===== config.mk =====
export PLATFORM = sky130hd
export DESIGN_NAME = noc_perf_monitor
export DESIGN_NICKNAME = d
export VERILOG_FILES = /design/src/rtl/noc_perf_monitor.sv
export SDC_FILE = /design/constraint.sdc
export NUM_CORES = 2
export LEC_CHECK = 0
export ABC_AREA = 1
export CAP_MARGIN = 20
export CELL_PAD_IN_SITES_DETAIL_PLACEMENT = 1
export CELL_PAD_IN_SITES_GLOBAL_PLACEMENT = 1
export CORE_ASPECT_RATIO = 2
export CORE_MARGIN = 2
export CORE_UTILIZATION = 45
export CTS_BUF_LIST = sky130_fd_sc_hd__clkbuf_8 sky130_fd_sc_hd__clkbuf_16
export CTS_CLUSTER_SIZE = 12
export DETAILED_ROUTE_END_ITERATION = 7
export PLACE_DENSITY_LB_ADDON = 0.15
export SLEW_MARGIN = 10
export SYNTH_ARGS = -nofsm -noshare
export SYNTH_HDL_FRONTEND = slang
export SYNTH_SLANG_ARGS = --single-unit

===== constraint.sdc =====
create_clock -name clk -period 10.1 [get_ports clk]
set_clock_uncertainty 0.15 [all_clocks]
set_input_delay 2.02 -clock clk [delete_from_list [all_inputs] [get_ports clk]]
set_output_delay 2.02 -clock clk [all_outputs]
set_load 0.01 [all_outputs]

===== src/rtl/noc_perf_monitor.sv =====
// Per-channel NoC performance monitor: stall, conflict and done-cycle counters
// plus a global cycle count, read back through a registered one-cycle port.
module noc_perf_monitor #(
  parameter  int N_CH      = 16,
  parameter  int CNT_W     = 32,
  parameter  int AUTO_STOP = 1,
  localparam int IDX_W     = (N_CH > 1) ? $clog2(N_CH) : 1
) (
  input  logic             clk,
  input  logic             arst_n,
  input  logic             start,
  input  logic             clear,
  input  logic             layer_finished,
  input  logic [N_CH-1:0]  pe_stall,
  input  logic [N_CH-1:0]  router_conflict,
  input  logic [N_CH-1:0]  pe_done,
  input  logic             rd_en,
  input  logic [1:0]       rd_sel,
  input  logic [IDX_W-1:0] rd_idx,
  output logic             rd_valid,
  output logic [CNT_W-1:0] rd_data,
  output logic             rd_err,
  output logic             running,
  output logic             finished,
  output logic             overflow
);

  typedef enum logic [1:0] {S_IDLE = 2'd0, S_RUN = 2'd1, S_HOLD = 2'd2} state_t;

  localparam logic [CNT_W-1:0] CNT_MAX = '1;
  localparam logic [IDX_W:0]   NCH_L   = (IDX_W+1)'(N_CH);

  state_t           r_state, w_state_nxt;
  logic [CNT_W-1:0] r_cycle;
  logic [CNT_W-1:0] r_stall [N_CH];
  logic [CNT_W-1:0] r_conf  [N_CH];
  logic [CNT_W-1:0] r_dcyc  [N_CH];
  logic [N_CH-1:0]  r_dcap;
  logic             r_ovf, r_running, r_finished;
  logic             r_rd_valid, r_rd_err;
  logic [CNT_W-1:0] r_rd_data;

  logic [CNT_W-1:0] w_cycle_nxt, w_cap_cnt, w_rd_data;
  logic [N_CH-1:0]  w_cap_nxt;
  logic             w_to_hold, w_ovf_hit, w_idx_ok, w_rd_err;
  logic [IDX_W-1:0] w_idx;

  function automatic logic [CNT_W-1:0] sat_inc(input logic [CNT_W-1:0] v, input logic en);
    if (en && (v != CNT_MAX)) return v + CNT_W'(1);
    else                      return v;
  endfunction

  // Saturating increments, done capture and overflow detection for a RUN cycle
  always_comb begin
    w_cycle_nxt = sat_inc(r_cycle, 1'b1);
    w_cap_nxt   = r_dcap | pe_done;
    w_to_hold   = layer_finished || ((AUTO_STOP != 0) && (&w_cap_nxt));
    w_ovf_hit   = (r_cycle == CNT_MAX);
    w_cap_cnt   = '0;
    for (int i = 0; i < N_CH; i++) begin
      if (pe_stall[i] && (r_stall[i] == CNT_MAX))       w_ovf_hit = 1'b1;
      if (router_conflict[i] && (r_conf[i] == CNT_MAX)) w_ovf_hit = 1'b1;
      w_cap_cnt = w_cap_cnt + CNT_W'(r_dcap[i]);
    end
  end

  // Next-state logic; clear overrides start and layer_finished
  always_comb begin
    w_state_nxt = r_state;
    if (clear) begin
      w_state_nxt = S_IDLE;
    end else begin
      case (r_state)
        S_IDLE:  if (start)     w_state_nxt = S_RUN;
        S_RUN:   if (w_to_hold) w_state_nxt = S_HOLD;
        S_HOLD:  if (start)     w_state_nxt = S_RUN;
        default: w_state_nxt = S_IDLE;
      endcase
    end
  end

  // State register with registered state decodes
  always_ff @(posedge clk or negedge arst_n) begin
    if (!arst_n) begin
      r_state    <= S_IDLE;
      r_running  <= 1'b0;
      r_finished <= 1'b0;
    end else begin
      r_state    <= w_state_nxt;
      r_running  <= (w_state_nxt == S_RUN);
      r_finished <= (w_state_nxt == S_HOLD);
    end
  end

  // Counter bank; start only re-arms from IDLE/HOLD and leaves overflow sticky
  always_ff @(posedge clk or negedge arst_n) begin
    if (!arst_n) begin
      r_cycle <= '0;
      r_dcap  <= '0;
      r_ovf   <= 1'b0;
      for (int i = 0; i < N_CH; i++) begin
        r_stall[i] <= '0;
        r_conf[i]  <= '0;
        r_dcyc[i]  <= '0;
      end
    end else if (clear || ((r_state != S_RUN) && start)) begin
      r_cycle <= '0;
      r_dcap  <= '0;
      if (clear) r_ovf <= 1'b0;
      for (int i = 0; i < N_CH; i++) begin
        r_stall[i] <= '0;
        r_conf[i]  <= '0;
        r_dcyc[i]  <= '0;
      end
    end else if (r_state == S_RUN) begin
      r_cycle <= w_cycle_nxt;
      r_dcap  <= w_to_hold ? {N_CH{1'b1}} : w_cap_nxt;
      if (w_ovf_hit) r_ovf <= 1'b1;
      for (int i = 0; i < N_CH; i++) begin
        r_stall[i] <= sat_inc(r_stall[i], pe_stall[i]);
        r_conf[i]  <= sat_inc(r_conf[i], router_conflict[i]);
        if (!r_dcap[i] && (pe_done[i] || w_to_hold)) r_dcyc[i] <= w_cycle_nxt;
      end
    end
  end

  // Read mux over pre-update counter values
  always_comb begin
    w_idx_ok  = ({1'b0, rd_idx} < NCH_L);
    w_idx     = w_idx_ok ? rd_idx : '0;
    w_rd_data = '0;
    w_rd_err  = 1'b0;
    case (rd_sel)
      2'd0: if (w_idx_ok) w_rd_data = r_stall[w_idx]; else w_rd_err = 1'b1;
      2'd1: if (w_idx_ok) w_rd_data = r_conf[w_idx];  else w_rd_err = 1'b1;
      2'd2: if (w_idx_ok) w_rd_data = r_dcap[w_idx] ? r_dcyc[w_idx] : '0; else w_rd_err = 1'b1;
      2'd3: begin
        if (rd_idx == IDX_W'(0))      w_rd_data = r_cycle;
        else if (rd_idx == IDX_W'(1)) w_rd_data = w_cap_cnt;
        else                          w_rd_err  = 1'b1;
      end
      default: w_rd_err = 1'b1;
    endcase
  end

  // Registered read port
  always_ff @(posedge clk or negedge arst_n) begin
    if (!arst_n) begin
      r_rd_valid <= 1'b0;
      r_rd_data  <= '0;
      r_rd_err   <= 1'b0;
    end else begin
      r_rd_valid <= rd_en;
      r_rd_data  <= rd_en ? w_rd_data : '0;
      r_rd_err   <= rd_en ? w_rd_err : 1'b0;
    end
  end

  assign rd_valid = r_rd_valid;
  assign rd_data  = r_rd_data;
  assign rd_err   = r_rd_err;
  assign running  = r_running;
  assign finished = r_finished;
  assign overflow = r_ovf;

endmodule

Yosys cells after proc, flatten, opt, wreduce, memory -nomap -nowiden --
Index checks and enable logic that the tools add are counted.
Word-level totals: flip-flop bits (word level) 1623, input bits 60, output and inout bits 37, word-level logic and storage cells 525
Cells by class: add/subtract/negate cells 48, order comparisons 2, equality and inequality tests 76, multiplexer cells 120, bitwise logic cells 2, reduce and logical (&&, ||, !) cells 220
Operators with widths (count):
- $mux W512 | 6
- $mux W32 | 60
- $add A32 B1 Y32 const B | 33
- $eq A32 B32 Y1 const B | 33
- $ne A32 B32 Y1 const B | 33
- $bmux W32 S4 | 3
- $pmux W32 S4 | 1
- $reduce_bool A2 Y1 | 50
- $reduce_and A2 Y1 | 48
- $logic_and A1 B1 Y1 | 81
- $mux W16 | 4
- $mux W1 | 40
- $logic_or A1 B1 Y1 | 18
- $add A15 B1 Y16 | 1
- $logic_not A1 Y1 | 16
- $or A16 B16 Y16 | 1
- $reduce_and A16 Y1 | 1
- $add A14 B1 Y15 | 1
- $add A13 B1 Y14 | 1
- $add A12 B1 Y13 | 1
- $add A11 B1 Y12 | 1
- $add A10 B1 Y11 | 1
- $add A9 B1 Y10 | 1
- $add A8 B1 Y9 | 1
- 24 further kinds | 32

Logic depth before layout (Yosys ltp) --
depth after elaboration 37, depth in mapped cells 16, mapped depth without buffers 16

Worst setup path before layout --
Ideal clock, no wire load.
path type register to register, from register r_dcap[0], to register r_rd_data[4] (netlist: rd_data[4]), setup time 121 ps, data arrival time 3598 ps, data required time 9829 ps, setup slack 6231 ps, cell stages (with the launch flop) 17, buffers on the path 0, period minus slack after synthesis 3869 ps, cell sequence dfrtp_1 -> fa_1 -> inv_1 -> fa_1 -> fa_1 -> fa_1 -> inv_1 -> ha_1 -> fa_1 -> nand2_1 -> inv_1 -> o21ai_0 -> o21ai_0 -> o211ai_1 -> nand3_1 -> nor2_1 -> nor2_1
On the way: word-level cells in the longest chain between the ends 19, elaborated cells between the ends (all ways) 22, classes of those cells add/sub (15); mux (7)
RTL lines:
- from (decl) | line 38 | logic [N_CH-1:0] r_dcap;
- from (signal assigned) | line 117 | r_dcap <= w_to_hold ? {N_CH{1'b1}} : w_cap_nxt;
- $add A1 B1 Y2 | line 63 | w_cap_cnt = w_cap_cnt + CNT_W'(r_dcap[i]);
- $add A2 B1 Y3 | line 63
- $add A3 B1 Y4 | line 63
- $add A4 B1 Y5 | line 63
- $add A5 B1 Y6 | line 63
- $add A6 B1 Y7 | line 63
- $add A7 B1 Y8 | line 63
- $add A8 B1 Y9 | line 63
- [... 3 more ...]
- $add A12 B1 Y13 | line 63
- $add A13 B1 Y14 | line 63
- $add A14 B1 Y15 | line 63
- $add A15 B1 Y16 | line 63
- $mux W16 | line 139 | else if (rd_idx == IDX_W'(1)) w_rd_data = w_cap_cnt;
- $mux W32 | line 138 | if (rd_idx == IDX_W'(0)) w_rd_data = r_cycle;
- $pmux W32 S4 * | line 133 | case (rd_sel)
- $mux W32 * | line 154 | r_rd_data <= rd_en ? w_rd_data : '0;
- to (signal assigned) | line 154
- to (decl) | line 41 | logic [CNT_W-1:0] r_rd_data;
Every way passes the cells marked *; elsewhere a longest branch is shown, timed or not. The select of a mux whose other input is x is not followed. A chain may end at the register's enable or synchronous reset.

Worst setup path after layout --
from input rd_idx[0], to register r_rd_data[4] (netlist: rd_data[4])
On the way: word-level cells in the longest chain between the ends 7, elaborated cells between the ends (all ways) 19, classes of those cells eq/ne (1); mux (16); bitwise (1); reduce/logical (1)
RTL lines:
- from (decl) | line 19 | input logic [IDX_W-1:0] rd_idx,
- $not A4 Y5 (implied by the code) | line 134, 135, 136
- $bmux W32 S4 | line 136 | 2'd2: if (w_idx_ok) w_rd_data = r_dcap[w_idx] ? r_dcyc[w_idx] : '0; else w_rd_err = 1'b1;
- $mux W32 (implied by the code) (2 in series) | line 136
- $mux W32 | line 136
- $pmux W32 S4 * | line 133
- $mux W32 * | line 154
Marked as above.

==> results <==
- The clock tree from TritonCTS is built.
- The library cells used most frequently in the layout, excluding fill and tap cells, are 3877 x sky130_fd_sc_hd__nand2_1, 1647 x sky130_fd_sc_hd__nor2_1, 1623 x sky130_fd_sc_hd__dfrtp_1, 1237 x sky130_fd_sc_hd__inv_1, 1235 x sky130_fd_sc_hd__o21ai_0.
- The first global-routing pass estimated 774000 um of wire.
- Leaving out fill and tap cells, the most frequent cell in the layout is sky130_fd_sc_hd__nand2_1.
- The number of post-CTS setup repair buffers is 0.
- Among all flip-flop cells after synthesis, the most frequent one is sky130_fd_sc_hd__dfrtp_1.
- In this run the cell area of the synthesized design comes to between 100000 and 150000 um2.
- The clock root buffer is sky130_fd_sc_hd__clkbuf_16.
- After the last flow step, the layout net total stands at roughly 14000.
- Before antenna repair, the detailed router went through 6 iterations.
- The number of hold-slack violations in the final timing report came to 0.
- Of the post-synthesis cell area, the part taken by muxes is 0%.
- The relative max-transition margin is 6.39%.
- In the routed layout, each cell is associated on average with a via count of roughly 6.3.
- After clock tree synthesis, the flow added hold-fix buffers numbering 0.
- For the worst setup path, the data arrival time is between 6000 and 7000 ps.
- Summing the areas of all compound-gate instances in the mapped netlist gives 15.2% of the synthesized area.
- The clock period minus final worst setup slack is roughly 5600 ps.
- The number of gates resized after CTS is 0.
- The die outline area is approximately 230000 um2.
- The area growth from synthesis to layout is 8.31%.
- The via count of the first global-routing pass came to ~120k.
- Buffers inserted during clock tree synthesis total about 180.
- The final instance area is ~110000 um2.
- The number of antenna violations at the first check in global routing was 23.
- The highest achievable clock rate is approximately 180 MHz.
- The proportion of synthesized chip area in sequential cells is between 30% and 40%.
- The ratio of final minimum period to clock period is between 50% and 60%.
- The buffer depth of the longest clock path is 4.
- The area used by sequential logic in the layout is slightly above 40000 um2.
- Measured on the finished design, the core utilization comes to between 40% and 50%.
- The number of synthesized register bits is between 1500 and 2000.
- In this run the static leakage power is 43.8 nW.
- VDD sags by at most around 0.00013 V.
- The fraction of final layout cells with drive strength greater than 1 is 3.62%.
- The final weighted congestion in routability-driven placement is 1.06.
- The slew of the pin with the lowest slew margin is around 1400 ps.
- The number of different library cells used by synthesis comes to 54.
- The via count of the routed design is 110316.
- The I/O pin count is 97.
- The category of the critical setup timing path is in -> reg.
- The clock tree synthesis step divided the H-tree into 4 levels.
- The iteration-0 DRC count of the detailed router is 8773.
- The tree built by TritonCTS fans out to 1623 sinks.
- Buffers placed on the I/O ports in this run total 96.
- The net count after synthesis is about 15000.
- Setup repair after global routing left no endpoint under its margin.
- The number of violations of the max-capacitance limit is 0.
- The run finished with clean final reports.
- In the synthesized netlist the async set-or-reset flop fraction comes to 100%.
- The total of warnings raised by yosys is 0.
- Counting every instance in the synthesized netlist gives 14597.
- The areal power density over the cells is about 140 nW/um2.
- Global routing used 45.2% of the available tracks.
- For the final routed database, the setup TNS stands at 0 ps.
- In this run the worst hold path is classified as reg -> reg.
- At the later pin of the worst-skew pair, clock insertion delay measures roughly 900 ps.
- Dividing the detail-routed wire length by the instance count gives 30.4 um.
- The maximum number of pins on one net before global-route repair is ~180.
- Setup violations remaining at the end of the flow were counted as 0.
- The area used by multi-input combinational logic is 53200 um2.
- The floorplan row count is roughly 250.
- For this block, the routed nets add up to 528000 um of wire.
- Once detail routing completed, the nets flagged for antenna violations numbered 0.
- In the routed design, unresolved DRC markers number 0.
- Hold is met by roughly 350 ps.
- STA puts the critical path data required time at roughly 11000 ps.
- The largest fanout on the critical path is 66.
- The die is between 300 and 400 um wide.
- The HPWL after detailed placement is approximately 390000 um.
- Each instance of the synthesized netlist takes up on average between 6 and 7 um2.
- The dominant combinational cell family by area after synthesis is simple AND/OR/NAND/NOR gates.
- The initial utilization of the core area, before any placement, comes to between 40% and 50%.
- Fill cells in the final layout number just under 30000.
- The startpoint type of the worst setup path is an input port.
- The area of the placeable core is 225000 um2.
- The final number of max-transition violations is 0.
- The synthesized netlist devotes ~3.6% of its cell area to XOR and XNOR gates.
- STA classifies the critical path endpoint as a register.
- Yosys mapped a number of flops with a built-in enable equal to 0.
- Summing the areas of all fa, ha and maj instances in the mapped netlist gives less than 1% of the synthesized area.
- The die is between 600 and 700 um tall.
- Clock-pin slew was measured on the worst setup and hold paths at approximately 60 ps.
- The post-detailed-placement cell area is 104000 um2.
- After global routing the overflow that remains totals 0.
- The fraction of the mapped netlist area in simple logic gates is about a third.
- After layout, the design draws a total of 15.0 mW.
report_power, final:
| group | internal (mW) | switching [mW] | total (mW) | leakage [nW] |
|---|---|---|---|---|
| combinational | 0.293 | 1.45 | 1.74 | 18.3 |
| sequential | 6.54 | 0.0562 | 6.59 | 22.6 |
| clock | 3.67 | 2.98 | 6.65 | 2.86 |
synthesized netlist by cell type (9+ instances only):
cell type,instances,area share (%)
sky130_fd_sc_hd__nand2_1,3892,14
sky130_fd_sc_hd__nor2_1,1655,6.1
sky130_fd_sc_hd__dfrtp_1,1623,40
sky130_fd_sc_hd__o21ai_0,1241,6.1
sky130_fd_sc_hd__inv_1,1204,4.4
sky130_fd_sc_hd__nand3_1,1099,5.4
sky130_fd_sc_hd__a21oi_1,670,3.3
sky130_fd_sc_hd__nor3_1,648,3.2
sky130_fd_sc_hd__nand4_1,367,2.3
sky130_fd_sc_hd__clkbuf_1,354,1.3
sky130_fd_sc_hd__xor2_1,335,2.9
sky130_fd_sc_hd__o31ai_1,299,2.2
sky130_fd_sc_hd__buf_2,253,1.2
sky130_fd_sc_hd__o221ai_1,127,1.1
sky130_fd_sc_hd__o211ai_1,112,0.83
sky130_fd_sc_hd__nor4_1,99,0.61
sky130_fd_sc_hd__xnor2_1,89,0.77
sky130_fd_sc_hd__a22oi_1,78,0.58
sky130_fd_sc_hd__buf_4,69,0.51
sky130_fd_sc_hd__ha_1,38,0.47
sky130_fd_sc_hd__a31oi_1,33,0.20
sky130_fd_sc_hd__nand2_2,30,0.18
sky130_fd_sc_hd__buf_1,29,0.11
sky130_fd_sc_hd__o21ai_1,26,0.13
sky130_fd_sc_hd__a221oi_1,25,0.22
sky130_fd_sc_hd__nor3b_1,24,0.18
sky130_fd_sc_hd__inv_2,20,0.074
sky130_fd_sc_hd__o21a_1,19,0.14
sky130_fd_sc_hd__buf_6,15,0.17
sky130_fd_sc_hd__clkinv_1,14,0.052
sky130_fd_sc_hd__nor2_2,13,0.080
sky130_fd_sc_hd__fa_1,10,0.20
sky130_fd_sc_hd__o22ai_1,10,0.061
sky130_fd_sc_hd__or2_2,10,0.061
sky130_fd_sc_hd__o2111ai_1,9,0.077
kinds of logic (layout without fill, tap and decap cells):
| kind of cell | count (synthesis) | in the layout |
|---|---|---|
| xor+xnor | 424 | 424 |
| fa+ha+maj | 48 | 48 |
| flops | 1623 | 1623 |
| buf+inv | 1960 | 1759 |
| other cells | 0 | 13 |
| simple gates | 7866 | 7866 |
| compound gates | 2676 | 2676 |
sequential cells by signal (all words and copies together), names as in the netlist:
signal    cells
r_state       2
rd_err        1
r_conf      512
running       1
r_dcyc      512
finished      1
r_cycle      32
overflow      1
rd_data      32
r_dcap       16
r_stall     512
rd_valid      1
stage by stage:
step | worst slack [ps] | instances
after global placement | 3810 | 17063
final | 4530 | 17385
after CTS | 4730 | 17355
after global routing | 4610 | 17374
after floorplan | 6230 | 14597
after detailed placement | 3840 | 17074
routing by layer:
metal	wire length (um)	GRT usage, %
met5	44	0
met4	70600	49.3
met3	30800	8.42
met2	256000	76.7
met1	171000	44.0
path summary, 6_finish.rpt:
kind                            cells past startpoint      endpoint   startpoint  slack (ps)
worst max-delay path                                9    rd_data[4]    rd_idx[0]        4530
worst min-delay path                                2   r_dcyc[178]  r_dcyc[178]         350
worst max register to register                     16    rd_data[4]   r_dcap[11]        4640
worst min register to register                      2   r_dcyc[178]  r_dcyc[178]         350
max in group asynchronous                           3    r_conf[61]       arst_n        6330
min in group asynchronous                           1  r_stall[146]       arst_n         880
area by class of cell:
type	count	share of cell area (%)
well taps	2976	3.38
diodes	13	0.0295
multi-input cells	11014	48.3
clock inverters	67	0.441
flip-flops and latches	1623	36.9
repair buffers	239	2.19
inverters	1239	4.25
clock buffers	214	4.56
critical path, cell delays in order:
cell and delay [ps]:
sky130_fd_sc_hd__buf_8 430, sky130_fd_sc_hd__buf_4 670, sky130_fd_sc_hd__buf_4 680, sky130_fd_sc_hd__o21ai_0 220, sky130_fd_sc_hd__a21oi_1 600, sky130_fd_sc_hd__o21ai_0 280
sky130_fd_sc_hd__a21oi_1 570, sky130_fd_sc_hd__o21ai_0 440, sky130_fd_sc_hd__nor2_1 200
Power figures use the tool's default switching activity.
